$ cat src/rtl/sdram_pkg.sv
// SDRAM command encodings shared by the PHY and its read pipe.
package sdram_pkg;

    typedef enum logic [2:0] {
        CMD_MRS   = 3'b000,
        CMD_REF   = 3'b001,
        CMD_PRE   = 3'b010,
        CMD_ACT   = 3'b011,
        CMD_WRITE = 3'b100,
        CMD_READ  = 3'b101,
        CMD_BST   = 3'b110,
        CMD_NOP   = 3'b111
    } sdram_cmd_t;

    function automatic logic is_read(input logic cs_n, input logic [2:0] cmd);
        return (cs_n == 1'b0) && (cmd == CMD_READ);
    endfunction

endpackage

$ cat src/rtl/sdram_rd_pipe.sv
// Read beat tracking: beat-valid/last shift registers, capture flop and
// RD_EXTRA retiming stages. Bit 0 of the shift registers means "a read beat is on the pins now".
module sdram_rd_pipe
    import sdram_pkg::*;
#(
    parameter int DQ_W        = 16,
    parameter int CAS_LATENCY = 2,
    parameter int BURST_LEN   = 1,
    parameter int RD_EXTRA    = 0
) (
    input  logic            clk,
    input  logic            rst,
    input  logic            rd_start,
    input  logic [DQ_W-1:0] cap_src,
    output logic            beat_now,
    output logic [DQ_W-1:0] rd_data,
    output logic            rd_valid,
    output logic            rd_last
);

    localparam int DEPTH = CAS_LATENCY + BURST_LEN + 1;
    // A READ decoded in cycle t lands its first beat at bit 0 in cycle t+1+CAS_LATENCY.
    localparam logic [DEPTH-1:0] VLD_MASK =
        {{(DEPTH-BURST_LEN){1'b0}}, {BURST_LEN{1'b1}}} << CAS_LATENCY;
    localparam logic [DEPTH-1:0] LST_MASK =
        {{(DEPTH-1){1'b0}}, 1'b1} << (CAS_LATENCY + BURST_LEN - 1);

    logic [DEPTH-1:0]  vld_sr_r;
    logic [DEPTH-1:0]  lst_sr_r;
    logic [RD_EXTRA:0] stg_vld_r;
    logic [RD_EXTRA:0] stg_lst_r;
    logic [DQ_W-1:0]   data_r [RD_EXTRA+1];

    // Beat scheduling, capture and retiming; data stages only load on a valid beat.
    always_ff @(posedge clk) begin
        if (rst) begin
            vld_sr_r  <= '0;
            lst_sr_r  <= '0;
            stg_vld_r <= '0;
            stg_lst_r <= '0;
            for (int i = 0; i <= RD_EXTRA; i++) begin
                data_r[i] <= '0;
            end
        end else begin
            vld_sr_r     <= {1'b0, vld_sr_r[DEPTH-1:1]} | (rd_start ? VLD_MASK : '0);
            lst_sr_r     <= {1'b0, lst_sr_r[DEPTH-1:1]} | (rd_start ? LST_MASK : '0);
            stg_vld_r[0] <= vld_sr_r[0];
            stg_lst_r[0] <= lst_sr_r[0];
            if (vld_sr_r[0]) begin
                data_r[0] <= cap_src;
            end
            for (int i = 1; i <= RD_EXTRA; i++) begin
                stg_vld_r[i] <= stg_vld_r[i-1];
                stg_lst_r[i] <= stg_lst_r[i-1];
                if (stg_vld_r[i-1]) begin
                    data_r[i] <= data_r[i-1];
                end
            end
        end
    end

    assign beat_now = vld_sr_r[0];
    assign rd_data  = data_r[RD_EXTRA];
    assign rd_valid = stg_vld_r[RD_EXTRA];
    assign rd_last  = stg_lst_r[RD_EXTRA];

endmodule

$ cat src/rtl/sdram_phy.sv
// SDRAM PHY: one register stage to the pads, DQ output-enable control and read capture.
// Optional SDRAM_PHY_LOOPBACK_EN adds an lpbk port that routes dq_o back into the capture path.
module sdram_phy
    import sdram_pkg::*;
#(
    parameter int DQ_W        = 16,
    parameter int ADDR_W      = 13,
    parameter int BA_W        = 2,
    parameter int CAS_LATENCY = 2,
    parameter int BURST_LEN   = 1,
    parameter int RD_EXTRA    = 0
) (
    input  logic                clk,
    input  logic                rst,
    input  logic                core_cke,
    input  logic                core_cs_n,
    input  logic [2:0]          core_cmd,
    input  logic [DQ_W/8-1:0]   core_dqm,
    input  logic [ADDR_W-1:0]   core_addr,
    input  logic [BA_W-1:0]     core_ba,
    input  logic [DQ_W-1:0]     core_wr_data,
    input  logic                core_wr_en,
    output logic [DQ_W-1:0]     core_rd_data,
    output logic                core_rd_valid,
    output logic                core_rd_last,
    output logic                bus_conflict,
    output logic                sdram_cke,
    output logic                sdram_cs_n,
    output logic                sdram_ras_n,
    output logic                sdram_cas_n,
    output logic                sdram_we_n,
    output logic [DQ_W/8-1:0]   sdram_dqm,
    output logic [ADDR_W-1:0]   sdram_a,
    output logic [BA_W-1:0]     sdram_ba,
    output logic [DQ_W-1:0]     dq_o,
    output logic                dq_oe,
`ifdef SDRAM_PHY_LOOPBACK_EN
    input  logic                lpbk,
`endif
    input  logic [DQ_W-1:0]     dq_i
);

    localparam int DQM_W = DQ_W / 8;

    logic              cke_r;
    logic              cs_n_r;
    logic [2:0]        cmd_r;
    logic [DQM_W-1:0]  dqm_r;
    logic [ADDR_W-1:0] a_r;
    logic [BA_W-1:0]   ba_r;
    logic [DQ_W-1:0]   dq_o_r;
    logic              dq_oe_r;
    logic              bus_conflict_r;
    logic              oe_next_s;
    logic              conflict_s;
    logic              beat_now_s;
    logic [DQ_W-1:0]   cap_src_s;
    logic              rd_start_s;

    assign rd_start_s = is_read(core_cs_n, core_cmd);

    // Loopback suppresses the pad driver and feeds the dq_o register back as read data.
    always_comb begin
        oe_next_s  = core_wr_en;
        conflict_s = dq_oe_r & beat_now_s;
        cap_src_s  = dq_i;
`ifdef SDRAM_PHY_LOOPBACK_EN
        if (lpbk) begin
            oe_next_s  = 1'b0;
            conflict_s = 1'b0;
            cap_src_s  = dq_o_r;
        end else begin
            oe_next_s  = core_wr_en;
            conflict_s = dq_oe_r & beat_now_s;
            cap_src_s  = dq_i;
        end
`endif
    end

    // Pin register stage and sticky write/read collision flag.
    always_ff @(posedge clk) begin
        if (rst) begin
            cke_r          <= 1'b0;
            cs_n_r         <= 1'b1;
            cmd_r          <= CMD_NOP;
            dqm_r          <= '1;
            a_r            <= '0;
            ba_r           <= '0;
            dq_o_r         <= '0;
            dq_oe_r        <= 1'b0;
            bus_conflict_r <= 1'b0;
        end else begin
            cke_r          <= core_cke;
            cs_n_r         <= core_cs_n;
            cmd_r          <= core_cmd;
            dqm_r          <= core_dqm;
            a_r            <= core_addr;
            ba_r           <= core_ba;
            dq_o_r         <= core_wr_data;
            dq_oe_r        <= oe_next_s;
            bus_conflict_r <= bus_conflict_r | conflict_s;
        end
    end

    sdram_rd_pipe #(
        .DQ_W        (DQ_W),
        .CAS_LATENCY (CAS_LATENCY),
        .BURST_LEN   (BURST_LEN),
        .RD_EXTRA    (RD_EXTRA)
    ) u_rd_pipe (
        .clk      (clk),
        .rst      (rst),
        .rd_start (rd_start_s),
        .cap_src  (cap_src_s),
        .beat_now (beat_now_s),
        .rd_data  (core_rd_data),
        .rd_valid (core_rd_valid),
        .rd_last  (core_rd_last)
    );

    assign sdram_cke    = cke_r;
    assign sdram_cs_n   = cs_n_r;
    assign sdram_ras_n  = cmd_r[2];
    assign sdram_cas_n  = cmd_r[1];
    assign sdram_we_n   = cmd_r[0];
    assign sdram_dqm    = dqm_r;
    assign sdram_a      = a_r;
    assign sdram_ba     = ba_r;
    assign dq_o         = dq_o_r;
    assign dq_oe        = dq_oe_r;
    assign bus_conflict = bus_conflict_r;

endmodule

$ cat config.mk
export PLATFORM = sky130hd
export DESIGN_NAME = sdram_phy
export DESIGN_NICKNAME = d
export VERILOG_FILES = /design/src/rtl/sdram_pkg.sv /design/src/rtl/sdram_rd_pipe.sv /design/src/rtl/sdram_phy.sv
export SDC_FILE = /design/constraint.sdc
export NUM_CORES = 1
export LEC_CHECK = 0
export ABC_CLOCK_PERIOD_IN_PS = 3900
export BUFFER_PORTS_ARGS = -buffer_cell sky130_fd_sc_hd__buf_2
export CORE_ASPECT_RATIO = 0.75
export CORE_UTILIZATION = 45
export DETAILED_ROUTE_END_ITERATION = 7
export PLACE_DENSITY = 0.86
export REMOVE_ABC_BUFFERS = 1
export SETUP_SLACK_MARGIN = 0.15
export SYNTH_ARGS = -nofsm -noshare
export SYNTH_HDL_FRONTEND = slang
export SYNTH_HIERARCHICAL = 1
export SYNTH_SLANG_ARGS = --single-unit
$ cat constraint.sdc
create_clock -name clk -period 3.9 [get_ports clk]
set_input_delay 0.195 -clock clk [delete_from_list [all_inputs] [get_ports clk]]
set_output_delay 0.195 -clock clk [all_outputs]
set_load 0.01 [all_outputs]
==> impl_metrics.tcl <==
set metrics [dict create \
    rows 19 \
    reg2reg_to "u_rd_pipe/data_r[0][9]" \
    place_ws_ns 2.09 \
    synth.most_common_cell "dfxtp_1" \
    yosysTopAreaCellShare_pct 47.3 \
    crit_family "flip-flops" \
    grt_first_pass_wirelength_mm 5.02 \
    crit_path_start "u_rd_pipe/vld_sr_r[0]" \
    min_path_type "input pin to flop" \
    drt_wl_total_mm 3.37 \
    antenna_cells 0 \
    rr_worst_depth 1 \
    grt_pass1_vias 1143 \
    power.density_nw_per_um2 477 \
    die_y_um 57.7 \
    p_leak_uw 0.00134 \
    core_area_sq_um 3800 \
    wl_per_cell_um 11.0 \
    rrSetupSlack_ns 2.43 \
    path_cells "or2_1" \
    syn2layout_area_growth_pct 40.9 \
    synth_seq_area_share_pct 73.1 \
    nNetsFinal 305 \
    dr_total_vias 1297 \
    die_w_um 76.3 \
    avgSynthCellArea_sq_um 14.2 \
    fin_tns_setup_ns 0 \
    cp_num_cells 1 \
    drive_gt1_share_pct 53.4 \
    clock_skew_ns 0.00283 \
    tritoncts "built" \
    worst_setup_path_start_kind "flop" \
    overflow 0 \
    cts_resized 0 \
    gr-usage-met3_pct 9.29 \
    peakVddDrop_mv 0.444 \
    status "completed" \
    ant_nets 0 \
    placed_cells 289 \
    fin_crit_sh_pct 37.8 \
    worst_ep_arrival_time_ns 1.43 \
    setup_viol 0 \
    clk_path_buf_depth 2 \
    io_buffers 114 \
    fmax_mhz 678 \
    io_pins 115 \
    drc 0 \
    synthCells 131 \
    cts_max_level 3 \
    critPathMaxStageDelay_ns 0.56 \
    postCtsHoldBufs 0 \
    maxCapViolations 0 \
    synth-edff-count 16 \
    worstPathRequired_ns 3.86 \
    dr.first_iter.drc_count 32 \
    cp_slowest_cell "dfxtp_1" \
    synth_area_leaders "dfxtp_1, edfxtp_1, nor2b_1" \
    synth-main-ff-cell "dfxtp_1" \
    place_hpwl_mm 2.39 \
    die_area_sq_um 4400 \
    drtPass1Iterations 4 \
    finalHoldViolCount 0 \
    crit_type "flop to flop" \
    grtUsageTotal_pct 16.2 \
    grt_util_met2_pct 25.6 \
    place_area_sq_um 2440 \
    clk_pin_slew_ns 0.06 \
    post-cts-setup-buffers 0 \
    fin_cells 305 \
    viasPerCell 4.25 \
    post-route-min-period_ns 1.47 \
    synth-seq-cells 60 \
    grt_antenna_before_repair 0 \
    worst_slew_pin_slew_ns 0.829 \
    synth_warnings 6 \
    rsz0062_at_grt "no" \
    path_max_fanout 19 \
    start_util_pct 48.9 \
    grt_busiest_layer "met2" \
    gp_congestion 0.742 \
    slew_viol_final 0 \
    cp_num_buf_inv 0 \
    yosys.area.top_type "dfxtp_1" \
    cts_num_sinks 60 \
    numCtsBuffers 9 \
    cts-root-buf "clkbuf_8" \
    grt_util_met1_pct 16.1 \
    worst_setup_path_end_kind "flop" \
    layout_setup_ws_ns 2.43 \
    crit_path_end "u_rd_pipe/data_r[0][9]" \
    async_flop_share_pct 0 \
    grt_max_degree 62 \
    netlist_top_cells_count "dfxtp_1, nor2b_1, edfxtp_1" \
    syn_area_sq_um 1860 \
    synth_cell_type_count 13 \
    design_area_sq_um 2620 \
    rr_startpoint "u_rd_pipe/vld_sr_r[0]" \
    clk_latency_ns 0.32 \
    max_slew_margin_pct 44.7 \
]
[per-stage QoR]
step / hold slack, ns / power, uW / util, %
after global placement: 0.374 / 777 / 64.2
after global routing: 0.0404 / 1310 / 69.0
after CTS: 0.0240 / 1270 / 69.0
final: 0.0476 / 1250 / 69.0
after detailed placement: 0.381 / 779 / 64.2
after floorplan: 0.261 / 718 / -
[per-layer routing]
metal  share of wire [%]  vias to the layer above
met4                 2.7                        0
met3                  13                       11
met2                  44                       88
met1                  40                      538
met5                   0                        -
li1                    -                      660
[how the worst min path moves through the flow]
stage | from | slack (ns) | depth (start not counted) | to
2_1_floorplan | rst | 0.26 | 1 | u_rd_pipe/rd_last
4_1_cts | core_dqm[1] | 0.02 | 2 | sdram_dqm[1]
6_report | core_dqm[1] | 0.05 | 2 | sdram_dqm[1]
3_3_place_gp | core_dqm[0] | 0.37 | 2 | sdram_dqm[0]
5_1_grt | core_dqm[1] | 0.04 | 2 | sdram_dqm[1]
3_5_place_dp | core_dqm[1] | 0.38 | 2 | sdram_dqm[1]
[state kept, by name, indices dropped and copies added, names as in the netlist]
name                cells
u_rd_pipe/data_r       16
bus_conflict            1
u_rd_pipe/rd_last       1
dq_oe                   1
sdram_dqm               2
sdram_ba                2
cmd_r                   3
sdram_cs_n              1
sdram_a                13
dq_o                   16
sdram_cke               1
u_rd_pipe/vld_sr_r      3
[kinds of logic after synthesis]
logic type             after synthesis  share of synthesized area (%)
AND/OR/NAND/NOR                     62                           23.7
AO/OA/AOI/OAI                        1                          0.269
flip-flops                          60                           73.1
buffers and inverters                8                           2.96
[final cells by class]
cell class	instances	area, sq um
multi-input cells	63	445
clock buffers	15	176
flip-flops and latches	60	1360
clock inverters	1	5.00
fillers	294	1180
well taps	52	65.1
repair buffers	114	571
[cells in the final DEF (no fill, tap or decap)]
cell type  count
dfxtp_1       44
nor2_1         1
clkbuf_1       3
nor2b_2        1
or2_1          7
nor4bb_1       1
edfxtp_1      16
clkbuf_8      12
and3b_2        7
a21oi_1        1
buf_2        114
nor2b_1       36
clkinv_2       1
and3b_1        9
[power breakdown]
part,total [uW],leakage [uW],switching [uW],internal (uW)
Clock,487,0.0000937,205,282
Sequential,671,0.000538,6.03,665
Combinational,93.4,0.000706,44.2,49.2
Total,1250,0.00134,255,996
Power figures use the tool's default switching activity.
